### src/rtl/hazard_ctrl.sv
// hazard_ctrl: pipeline hazard and control unit.
//
// Purpose:
//   Watches the write-back descriptors carried by the EX and MEM stage
//   registers and the source operands of the instruction in ID. It drives
//   the en/clear pair of the four stage registers and the PC enable. It
//   produces registered ID/EX forwarding selects and keeps saturating
//   hazard statistics.
//
// Ports:
//   clk, rst_n                   clock, asynchronous active-low reset
//   id_req_a/b, id_use_a/b       ID source registers and their use flags
//   ex_regfile_w_en/req_w        EX producer descriptor
//   ex_r_datamem                 EX instruction is a load
//   mem_regfile_w_en/req_w       MEM producer descriptor
//   mem_dmem_access, dmem_ready  data-memory access in MEM and its completion
//   branch_taken                 taken branch/jump resolved in EX
//   halt                         halt instruction reached WB
//   clr_stats                    synchronous clear of the statistics
//   pc_en, psN_en, psN_clear     PC and stage-register controls (combinational)
//   fwd_a, fwd_b                 registered operand selects (0 RF, 1 MEM, 2 WB)
//   halted                       unit is in the HALTED state
//   stall_cycles, flush_count,
//   freeze_cycles                saturating statistics counters
module hazard_ctrl #(
  parameter int unsigned CNT_W = 16,
  parameter int unsigned REG_W = 5
) (
  input  logic             clk,
  input  logic             rst_n,
  input  logic [REG_W-1:0] id_req_a,
  input  logic [REG_W-1:0] id_req_b,
  input  logic             id_use_a,
  input  logic             id_use_b,
  input  logic             ex_regfile_w_en,
  input  logic [REG_W-1:0] ex_regfile_req_w,
  input  logic             ex_r_datamem,
  input  logic             mem_regfile_w_en,
  input  logic [REG_W-1:0] mem_regfile_req_w,
  input  logic             mem_dmem_access,
  input  logic             dmem_ready,
  input  logic             branch_taken,
  input  logic             halt,
  input  logic             clr_stats,
  output logic             pc_en,
  output logic             ps1_en,
  output logic             ps2_en,
  output logic             ps3_en,
  output logic             ps4_en,
  output logic             ps1_clear,
  output logic             ps2_clear,
  output logic             ps3_clear,
  output logic             ps4_clear,
  output logic [1:0]       fwd_a,
  output logic [1:0]       fwd_b,
  output logic             halted,
  output logic [CNT_W-1:0] stall_cycles,
  output logic [CNT_W-1:0] flush_count,
  output logic [CNT_W-1:0] freeze_cycles
);

  localparam int unsigned FWD_W = 2;
  localparam logic [FWD_W-1:0] FWD_RF  = 2'd0;
  localparam logic [FWD_W-1:0] FWD_MEM = 2'd1;
  localparam logic [FWD_W-1:0] FWD_WB  = 2'd2;

  typedef enum logic [1:0] {
    ST_RUN     = 2'd0,
    ST_MEMWAIT = 2'd1,
    ST_HALTED  = 2'd2
  } state_e;

  state_e           state_q, state_d;
  logic [FWD_W-1:0] fwd_a_q, fwd_a_d;
  logic [FWD_W-1:0] fwd_b_q, fwd_b_d;
  logic [CNT_W-1:0] stall_q, flush_q, freeze_q;
  logic             stall_inc, flush_inc, freeze_inc;

  logic ex_haz_a, ex_haz_b, mem_haz_a, mem_haz_b;
  logic freeze_c, load_use_c;

  // Producer/consumer matching; r0 is hard-wired and never forwards.
  // A WB producer needs nothing: the register file writes before it reads.
  always_comb begin
    ex_haz_a  = id_use_a && ex_regfile_w_en && (ex_regfile_req_w != '0)
                && (ex_regfile_req_w == id_req_a);
    ex_haz_b  = id_use_b && ex_regfile_w_en && (ex_regfile_req_w != '0)
                && (ex_regfile_req_w == id_req_b);
    mem_haz_a = id_use_a && mem_regfile_w_en && (mem_regfile_req_w != '0)
                && (mem_regfile_req_w == id_req_a);
    mem_haz_b = id_use_b && mem_regfile_w_en && (mem_regfile_req_w != '0)
                && (mem_regfile_req_w == id_req_b);
  end

  // The first wait cycle must already freeze, so this is not gated by state.
  assign freeze_c   = mem_dmem_access && !dmem_ready;
  // Load data only exists at the end of MEM: the consumer must wait one cycle.
  assign load_use_c = ex_r_datamem && (ex_haz_a || ex_haz_b);

  // Next-state, pipeline controls and forwarding selects, highest priority first.
  always_comb begin
    state_d    = state_q;
    fwd_a_d    = fwd_a_q;
    fwd_b_d    = fwd_b_q;
    pc_en      = 1'b0;
    ps1_en     = 1'b0;
    ps2_en     = 1'b0;
    ps3_en     = 1'b0;
    ps4_en     = 1'b0;
    ps1_clear  = 1'b0;
    ps2_clear  = 1'b0;
    ps3_clear  = 1'b0;
    ps4_clear  = 1'b0;
    stall_inc  = 1'b0;
    flush_inc  = 1'b0;
    freeze_inc = 1'b0;

    if (state_q == ST_HALTED) begin
      state_d = ST_HALTED;
    end else if (halt) begin
      state_d = ST_HALTED;
    end else if (freeze_c) begin
      state_d    = ST_MEMWAIT;
      freeze_inc = 1'b1;
    end else begin
      state_d = ST_RUN;
      if (branch_taken) begin
        // Squash the two younger instructions; older ones drain.
        pc_en     = 1'b1;
        ps1_clear = 1'b1;
        ps2_clear = 1'b1;
        ps3_en    = 1'b1;
        ps4_en    = 1'b1;
        fwd_a_d   = FWD_RF;
        fwd_b_d   = FWD_RF;
        flush_inc = 1'b1;
      end else if (load_use_c) begin
        // Hold PC and IF/ID; a bubble enters EX behind the load.
        ps2_clear = 1'b1;
        ps3_en    = 1'b1;
        ps4_en    = 1'b1;
        fwd_a_d   = FWD_RF;
        fwd_b_d   = FWD_RF;
        stall_inc = 1'b1;
      end else begin
        pc_en  = 1'b1;
        ps1_en = 1'b1;
        ps2_en = 1'b1;
        ps3_en = 1'b1;
        ps4_en = 1'b1;
        // The EX producer is the younger one, so it wins over MEM.
        if (ex_haz_a)       fwd_a_d = FWD_MEM;
        else if (mem_haz_a) fwd_a_d = FWD_WB;
        else                fwd_a_d = FWD_RF;
        if (ex_haz_b)       fwd_b_d = FWD_MEM;
        else if (mem_haz_b) fwd_b_d = FWD_WB;
        else                fwd_b_d = FWD_RF;
      end
    end

    // Keep every stage register still while reset is held.
    if (!rst_n) begin
      pc_en     = 1'b0;
      ps1_en    = 1'b0;
      ps2_en    = 1'b0;
      ps3_en    = 1'b0;
      ps4_en    = 1'b0;
      ps1_clear = 1'b0;
      ps2_clear = 1'b0;
      ps3_clear = 1'b0;
      ps4_clear = 1'b0;
    end
  end

  // State and forwarding registers.
  always_ff @(posedge clk or negedge rst_n) begin
    if (!rst_n) begin
      state_q <= ST_RUN;
      fwd_a_q <= FWD_RF;
      fwd_b_q <= FWD_RF;
    end else begin
      state_q <= state_d;
      fwd_a_q <= fwd_a_d;
      fwd_b_q <= fwd_b_d;
    end
  end

  function automatic logic [CNT_W-1:0] sat_inc(input logic [CNT_W-1:0] v);
    if (v == {CNT_W{1'b1}}) return v;
    return v + CNT_W'(1);
  endfunction

  // Saturating statistics; a clear beats a same-cycle increment.
  always_ff @(posedge clk or negedge rst_n) begin
    if (!rst_n) begin
      stall_q  <= '0;
      flush_q  <= '0;
      freeze_q <= '0;
    end else if (clr_stats) begin
      stall_q  <= '0;
      flush_q  <= '0;
      freeze_q <= '0;
    end else begin
      if (stall_inc)  stall_q  <= sat_inc(stall_q);
      if (flush_inc)  flush_q  <= sat_inc(flush_q);
      if (freeze_inc) freeze_q <= sat_inc(freeze_q);
    end
  end

  assign fwd_a         = fwd_a_q;
  assign fwd_b         = fwd_b_q;
  assign halted        = (state_q == ST_HALTED);
  assign stall_cycles  = stall_q;
  assign flush_count   = flush_q;
  assign freeze_cycles = freeze_q;

endmodule

### config.mk
export PLATFORM = sky130hd
export DESIGN_NAME = hazard_ctrl
export DESIGN_NICKNAME = d
export VERILOG_FILES = /design/src/rtl/hazard_ctrl.sv
export SDC_FILE = /design/constraint.sdc
export NUM_CORES = 1
export LEC_CHECK = 0
export ABC_AREA = 1
export CAP_MARGIN = 25
export CORE_MARGIN = 2
export CORE_UTILIZATION = 40
export CTS_CLUSTER_DIAMETER = 60
export DETAILED_ROUTE_END_ITERATION = 10
export PLACE_DENSITY = 0.67
export SYNTH_ARGS = -nofsm -noshare
export SYNTH_HDL_FRONTEND = slang
export SYNTH_SLANG_ARGS = --single-unit
### constraint.sdc
create_clock -name clk -period 2.7 [get_ports clk]
set_input_delay 0.54 -clock clk [delete_from_list [all_inputs] [get_ports clk]]
set_output_delay 0.54 -clock clk [all_outputs]
set_load 0.01 [all_outputs]
* Yosys cells after proc, flatten, opt, wreduce, memory -nomap -nowiden *
Index checks and enable logic that the tools add are counted.

word-level totals
  flip-flop bits (word level) = 54
  input port bits = 32
  output and inout bits = 62
  word-level logic and storage cells = 110

cells by class
  add/subtract/negate cells = 3
  equal/unequal tests = 11
  multiplexer cells = 62
  bitwise gates (word level) = 3
  reduce and logical (&&, ||, !) cells = 25

operator list
  kind                                                             count
  16-bit two-way mux                                               9
  16-bit by 1-bit adder with 16-bit output, second input constant  3
  16-bit == test, second input constant                            3
  1-bit two-way mux                                                43
  5-bit == test                                                    4
  2-bit two-way mux                                                10
  1-bit logical AND                                                14
  5-bit nonzero test                                               2
  3-bit != test, second input constant                             3
  2-bit AND reduction                                              3
  2-bit nonzero test                                               3
  1-bit inverter                                                   3
  3-bit AND reduction                                              1
  2-bit == test, second input constant                             1
  1-bit zero test                                                  1
  1-bit logical OR                                                 1

* Depth between registers and ports, before layout *
Gate-level depths: netlist (run 1).

  depth after elaboration = 15
  gate-level depth with buffers = 13
  mapped depth without buffers = 12

* Worst setup path before layout (run 1) *
OpenSTA, ideal clock, no wires.

  kind = input port to output port
  start point = in ex_regfile_req_w[4]
  end point = out ps2_en
  arrival = 1.542 ns
  required time = 2.160 ns
  setup slack = 0.618 ns
  stages on the path = 8
  buffers on the path = 1
  path through = inv_1 -> nand3_1 -> nor2_1 -> nor2_1 -> nand2_1 -> a21oi_1 -> nor3_1 -> buf_4

between the ends
  longest elaborated chain between the ends = 11
  elaborated cells on any way between the ends = 15
  those cells by class = eq/ne (2); mux (6); reduce/logical (7)

ends and longest elaborated chain
  item                                  line    RTL
  start, declared                       36      input logic [REG_W-1:0] ex_regfile_req_w,
  5-bit nonzero test                    85, 87
  1-bit logical AND (on tied branches)  85, 87
  1-bit logical AND (on tied branches)  86, 88
  1-bit logical OR *                    98      assign load_use_c = ex_r_datamem && (ex_haz_a || ex_haz_b);
  1-bit logical AND *                   98
  1-bit two-way mux * (6 in series)     n/a
  end, declared                         47      output logic ps2_en,

Mark *: on every way between the ends. The rest lies on a longest branch, timed or not.

* Final worst setup path (run 1) *
  start point = in id_req_b[1]
  end point = out pc_en

between the ends
  longest elaborated chain between the ends = 10

ends and longest elaborated chain
  item               line  RTL
  start, declared    32    input logic [REG_W-1:0] id_req_b,
  5-bit == test      88    && (ex_regfile_req_w == id_req_b);
  1-bit logical AND  88
  1-bit logical OR   98
  1-bit logical AND  98
  1-bit two-way mux  137   end else if (load_use_c) begin
  1-bit two-way mux  127   if (branch_taken) begin
  1-bit two-way mux  122   end else if (freeze_c) begin
  1-bit two-way mux  120   end else if (halt) begin
  1-bit two-way mux  118   if (state_q == ST_HALTED) begin
  1-bit two-way mux  162   if (!rst_n) begin
  end, declared      45    output logic pc_en,

Every way passes these cells.

==> results of run 1 <==
[layout make-up]
class	instances	area, sq um	share of cell area
repair buffers	122	1150	0.226
clock buffers	6	82.6	0.0162
well taps	111	139	0.0273
inverters	75	283	0.0556
multi-input cells	404	2050	0.403
clock inverters	1	30.0	0.00590
flip-flops and latches	54	1350	0.266
[logic make-up (layout without fill, tap and decap cells)]
family,Yosys count,in the layout
AO/OA/AOI/OAI,50,50
buffers and inverters,88,204
AND/OR/NAND/NOR,327,327
XOR/XNOR,22,22
flip-flops,54,54
adder cells (fa/ha/maj),3,3
other,1,2
[registers in the layout, summed over array words and instances (netlist names)]
register       flops
flush_count       16
freeze_cycles     16
stall_cycles      16
fwd_a              2
fwd_b              2
state_q            2
[cell usage in the layout (no fill, tap or decap), drive strengths merged, types with 2 or more instances in the layout]
cell / instances
xnor2: 4
xor2: 18
dfrtp: 54
o21ai: 30
nor3: 25
o22ai: 3
dlymetal6s2s: 12
nand2: 158
inv: 74
nor3b: 2
nand3b: 7
or2: 2
nor2: 61
ha: 3
conb: 2
clkdlybuf4s50: 73
o31ai: 2
nand4: 23
buf: 32
dlygate4sd2: 2
clkbuf: 9
o2111ai: 2
nand3: 48
a21oi: 8
[metrics by stage]
step	hold slack, ns	setup slack [ns]	TNS (ns)	instances	utilization
2_1_floorplan	0.244	0.618	0	546	-
3_3_place_gp	0.469	-0.232	-0.703	764	0.538
3_5_place_dp	0.469	-0.318	-1.05	764	0.538
4_1_cts	0.440	0.0125	0	771	0.550
5_1_grt	0.466	-0.0881	-0.0881	773	0.556
6_report	0.398	0.0192	0	773	0.556
[path summary, 6_finish.rpt]
path | startpoint | end | cells past startpoint | slack, ns
max reg2reg | freeze_cycles[0] | freeze_cycles[5] | 11 | 0.64
min reg2reg | fwd_a[1] | fwd_a[1] | 2 | 0.50
max | id_req_b[1] | pc_en | 13 | 0.02
min in group clk | fwd_a[1] | fwd_a[1] | 2 | 0.50
max in group asynchronous | rst_n | stall_cycles[3] | 2 | 1.82
min | rst_n | flush_count[12] | 2 | 0.40
[worst register-to-register path, delay by kind of cell (launching register included)]
kind | cells | cell delay [ns]
adder cells (fa/ha/maj) | 1 | 0.21
AND/OR/NAND/NOR | 8 | 1.10
flip-flops | 1 | 0.49
AO/OA/AOI/OAI | 1 | 0.06
buffers and inverters | 1 | 0.13
[what timing repair did]
| action | 4_1_cts | 5_1_grt |
|---|---|---|
| buffers inserted | 0 | 2 |
| endpoints found under the setup margin | 5 | 6 |
| hold buffers | 0 | 0 |
| pin swaps | 1 | 2 |
| resized for setup | 6 | 25 |
[report_power, final]
| group | internal [mW] | leakage, nW | total (mW) | switching, mW |
|---|---|---|---|---|
| sequential | 0.813 | 0.747 | 0.820 | 0.00692 |
| clock | 0.298 | 0.0573 | 0.566 | 0.268 |
| combinational | 0.0937 | 1.68 | 0.205 | 0.111 |
| total | 1.20 | 2.48 | 1.59 | 0.386 |
[layer usage]
metal | global-route usage | up-vias | routed length [um]
li1 | - | 1997 | -
met1 | 0.285 | 1808 | 4850
met2 | 0.330 | 119 | 4720
met3 | 0.0277 | 9 | 514
met4 | 0.0485 | 0 | 94
met5 | 0 | - | 0
==> flow_metrics.tcl, run 1 <==
set metrics [dict create \
    status "complete, no violations" \
    placed_area_sq_um 4930 \
    fin_skew_ns 0.00745 \
    drt_wl_total_um 10200 \
    crit_type "input pin to output pin" \
    totalPowerFinal_mw 1.59 \
    core_area_sq_um 9150 \
    synthesis.area_sq_um 3730 \
    dominantRegCellSynth "dfrtp_1" \
    synthesis.instances 545 \
    area_delta_synth_final_pct 36.2 \
    pin_count 94 \
    final_area_sq_um 5090 \
    numCtsBuffers 5 \
    start_util 0.408 \
    fmax_mhz 373 \
    leakage_nw 2.48 \
    drive_gt1_frac 0.118 \
    cts.sinks 54 \
    root_buffer "clkbuf_8" \
    synth-seq-cells 54 \
    clkLatencyLatePin_ns 0.30 \
    yosysSeqAreaShare 0.362 \
    grt_pass1_wl_um 16900 \
    synth_edf_count 0 \
    synthTopCellsByCount "nand2_1, inv_1, nor2_1" \
    synth_area_leader_cell "dfrtp_1" \
    drc 0 \
    die_w_um 101 \
    finalHoldViolations 0 \
    crit_path_top_delay_cell "clkdlybuf4s50_1" \
    grt-ovfl-total 0 \
    dieArea_sq_um 10100 \
    muxShareOfSynthArea 0 \
    rsz0062_at_grt "true" \
    synth_top_family_by_area "simple AND/OR/NAND/NOR gates" \
    place.gp.congestion 0.908 \
    grt_max_degree 55 \
    synth_xor_area_frac 0.0516 \
    syn_avg_cell_area_sq_um 6.85 \
    htree_levels 2 \
    antenna_found_initial 0 \
    dp_hpwl_um 7480 \
    grtUsageTotal 0.202 \
    worstHoldPathType "input pin to async pin" \
    die_height_um 101 \
    synthAdderAreaFrac 0.0101 \
    wire_per_inst_um 13.2 \
    fill_cells 839 \
    end_kind "output pin" \
    antenna_cells 0 \
    ant_nets 0 \
    first_iter_violations 132 \
    cts_tree "yes" \
    crit_buf_inv 5 \
    min_period_ns 2.68 \
    drtPass1Iterations 5 \
    placementRows 35 \
    worst_setup_path_start_kind "input pin" \
    cp.required_ns 2.16 \
    synthDistinctLibCells 43 \
    cpMostUsedCell "nand2_1" \
    routed_via_density 5.09 \
    synth_warnings 0 \
    drv_slew 0 \
    cp_top_family "buffers and inverters" \
    ir_drop_mv 0.174 \
    setup_violations 0 \
    tightest_slew_ns 0.703 \
    fin_nets 697 \
    cap_violations 0 \
    synthSimpleGateAreaFrac 0.402 \
    maxSlewHeadroom 0.532 \
    fin_crit_sh 0.993 \
    cellPowerDensity_nw_per_um2 313 \
    max_stage_delay_ns 0.49 \
    path_clk_slew_ns 0.10 \
    worstPathCellList "clkdlybuf4s50_1, inv_1, nand2_1, nand2_1, inv_1, nand2_1, nor2_1, nand2_1, a21oi_2, nand2_1, nand2_1, inv_1, dlygate4sd2_1" \
    yosys-top-cells-area "dfrtp_1, nand2_1, inv_1" \
    async_flop_share 1.00 \
    vias 3933 \
    synth_top_area_frac 0.362 \
    port_buffers 91 \
    crit_fanout 3 \
    arrival_ns 2.14 \
    clock_path_buffers 2 \
    synth_compound_gate_area_share 0.0777 \
    grt_pass1_vias 3745 \
    synth.most_common_cell "nand2_1" \
]
No activity file was read; power rests on OpenSTA's default activity.
==> run 2, diff against run 1 <==
Settings changed: ABC_CLOCK_PERIOD_IN_PS from default to 3400, PLACE_DENSITY 0.67 to 0.71.
Clock period 2.7 ns to 3.4 ns, I/O delays scaled along.
==> flow_metrics.tcl, run 2 (same netlist as run 1, synthesis figures left out) <==
set metrics [dict create \
    fin_setup_tns_ns 0 \
    vias 3861 \
    min_period_ns 3.23 \
    hold_depth 2 \
    numCtsBuffers 5 \
    fin_skew_ns 0.00589 \
    final_cell_mix "nand2_1, clkdlybuf4s50_1, inv_1" \
    routed_via_density 5.15 \
    worstPathCellList "clkdlybuf4s50_1, inv_1, nand2_1, nor2_1, nor2_1, nand2_1, a21oi_2, nor3_1, clkdlybuf4s50_1" \
    leakage_nw 2.24 \
    first_iter_violations 137 \
    ant_nets 0 \
    clkLatencyLatePin_ns 0.30 \
    cap_violations 0 \
    totalPowerFinal_mw 1.17 \
    tightest_slew_ns 0.685 \
    r2r-end "stall_cycles[1]" \
    clock_path_buffers 2 \
    wire_per_inst_um 13.1 \
    drc 0 \
    fin_nets 672 \
    grt_max_degree 55 \
    cts_tree "yes" \
    worst_setup_path_start_kind "input pin" \
    r2r-start "stall_cycles[0]" \
    drive_gt1_frac 0.0690 \
    dp_hpwl_um 7240 \
    r2r_slack_ns 1.32 \
    htree_levels 2 \
    fmax_mhz 310 \
    rsz0062_at_grt "false" \
    placementRows 35 \
    cellPowerDensity_nw_per_um2 241 \
    worstHoldStart "fwd_a[1]" \
    post_cts_buffers 0 \
    grtUsageTotal 0.198 \
    grt_pass1_wl_um 16700 \
    fin_crit_sh 0.949 \
    status "complete, no violations" \
    hold_end "fwd_a[1]" \
    final_common_cell "nand2_1" \
    die_height_um 101 \
    post_cts_resize_count 0 \
    fill_cells 905 \
    path_clk_slew_ns 0.09 \
    setup_violations 0 \
    port_buffers 91 \
    start_util 0.408 \
    crit_path_top_delay_cell "clkdlybuf4s50_1" \
    core_area_sq_um 9150 \
    antenna_cells 0 \
    grt_pass1_vias 3700 \
    holdWs_ns 0.492 \
    arrival_ns 2.55 \
    worstHoldPathType "register to register" \
    end_kind "output pin" \
    grt-ovfl-total 0 \
    ir_drop_mv 0.176 \
    cts.sinks 54 \
    antenna_found_initial 0 \
    finalHoldViolations 0 \
    root_buffer "clkbuf_8" \
    crit_fanout 4 \
    area_delta_synth_final_pct 30.0 \
    reg2regPathDepth 10 \
    pin_count 94 \
    max_stage_delay_ns 0.60 \
    drt_wl_total_um 9810 \
    maxSlewHeadroom 0.543 \
    dieArea_sq_um 10100 \
    drv_slew 0 \
    drtPass1Iterations 5 \
    place.gp.congestion 0.928 \
    die_w_um 101 \
    holdBufCountCts 0 \
    cp.required_ns 2.72 \
    crit_type "input pin to output pin" \
]
## run 2: metrics by stage
stage | cell area (sq um) | utilization | setup slack (ns) | instances
2_1_floorplan | 3740 | - | 1.04 | 546
3_3_place_gp | 4750 | 0.519 | 0.133 | 741
3_5_place_dp | 4750 | 0.519 | 0.0680 | 741
4_1_cts | 4850 | 0.529 | 0.0644 | 749
5_1_grt | 4850 | 0.530 | 0.00901 | 749
6_report | 4850 | 0.530 | 0.173 | 749
## run 2: layer usage
| metal | wire length [um] | GRT usage | vias up | share of wire |
|---|---|---|---|---|
| met5 | 0 | 0 | - | 0 |
| met4 | 138 | 0.0527 | 0 | 0.014 |
| met3 | 505 | 0.0291 | 11 | 0.051 |
| met2 | 4670 | 0.333 | 122 | 0.48 |
| met1 | 4490 | 0.267 | 1785 | 0.46 |
| li1 | - | - | 1943 | - |
## run 2: cell type report
type / count / area [sq um] / share of cell area
clock buffer: 7 / 86.3 / 0.0178
inverter: 75 / 283 / 0.0582
timing repair buffer: 97 / 953 / 0.196
clock inverter: 1 / 5.00 / 0.00103
sequential: 54 / 1350 / 0.278
multi-input combinational: 404 / 2040 / 0.420
tap: 111 / 139 / 0.0286
## run 2: worst max-delay path, delay by kind of cell
family	cells	cell delay [ns]
AOI/OAI and AO/OA	1	0.09
buffers and inverters	3	1.18
and+or+nand+nor	5	0.60
## run 2: power breakdown
group	internal [mW]	switching [mW]	leakage [nW]
Sequential	0.646	0.00514	0.747
Clock	0.165	0.208	0.0482
Combinational	0.0626	0.0821	1.44
Total	0.873	0.295	2.24
## run 2: worst max path at each step
stage,from,endpoint,depth (start not counted)
final,ex_regfile_req_w[1],ps1_en,9
after global routing,ex_regfile_req_w[3],pc_en,11
after CTS,id_req_b[1],ps2_clear,12
after detailed placement,id_req_b[1],ps2_clear,12
after global placement,ex_regfile_req_w[3],ps2_clear,10
after floorplan,ex_regfile_req_w[4],ps2_en,8
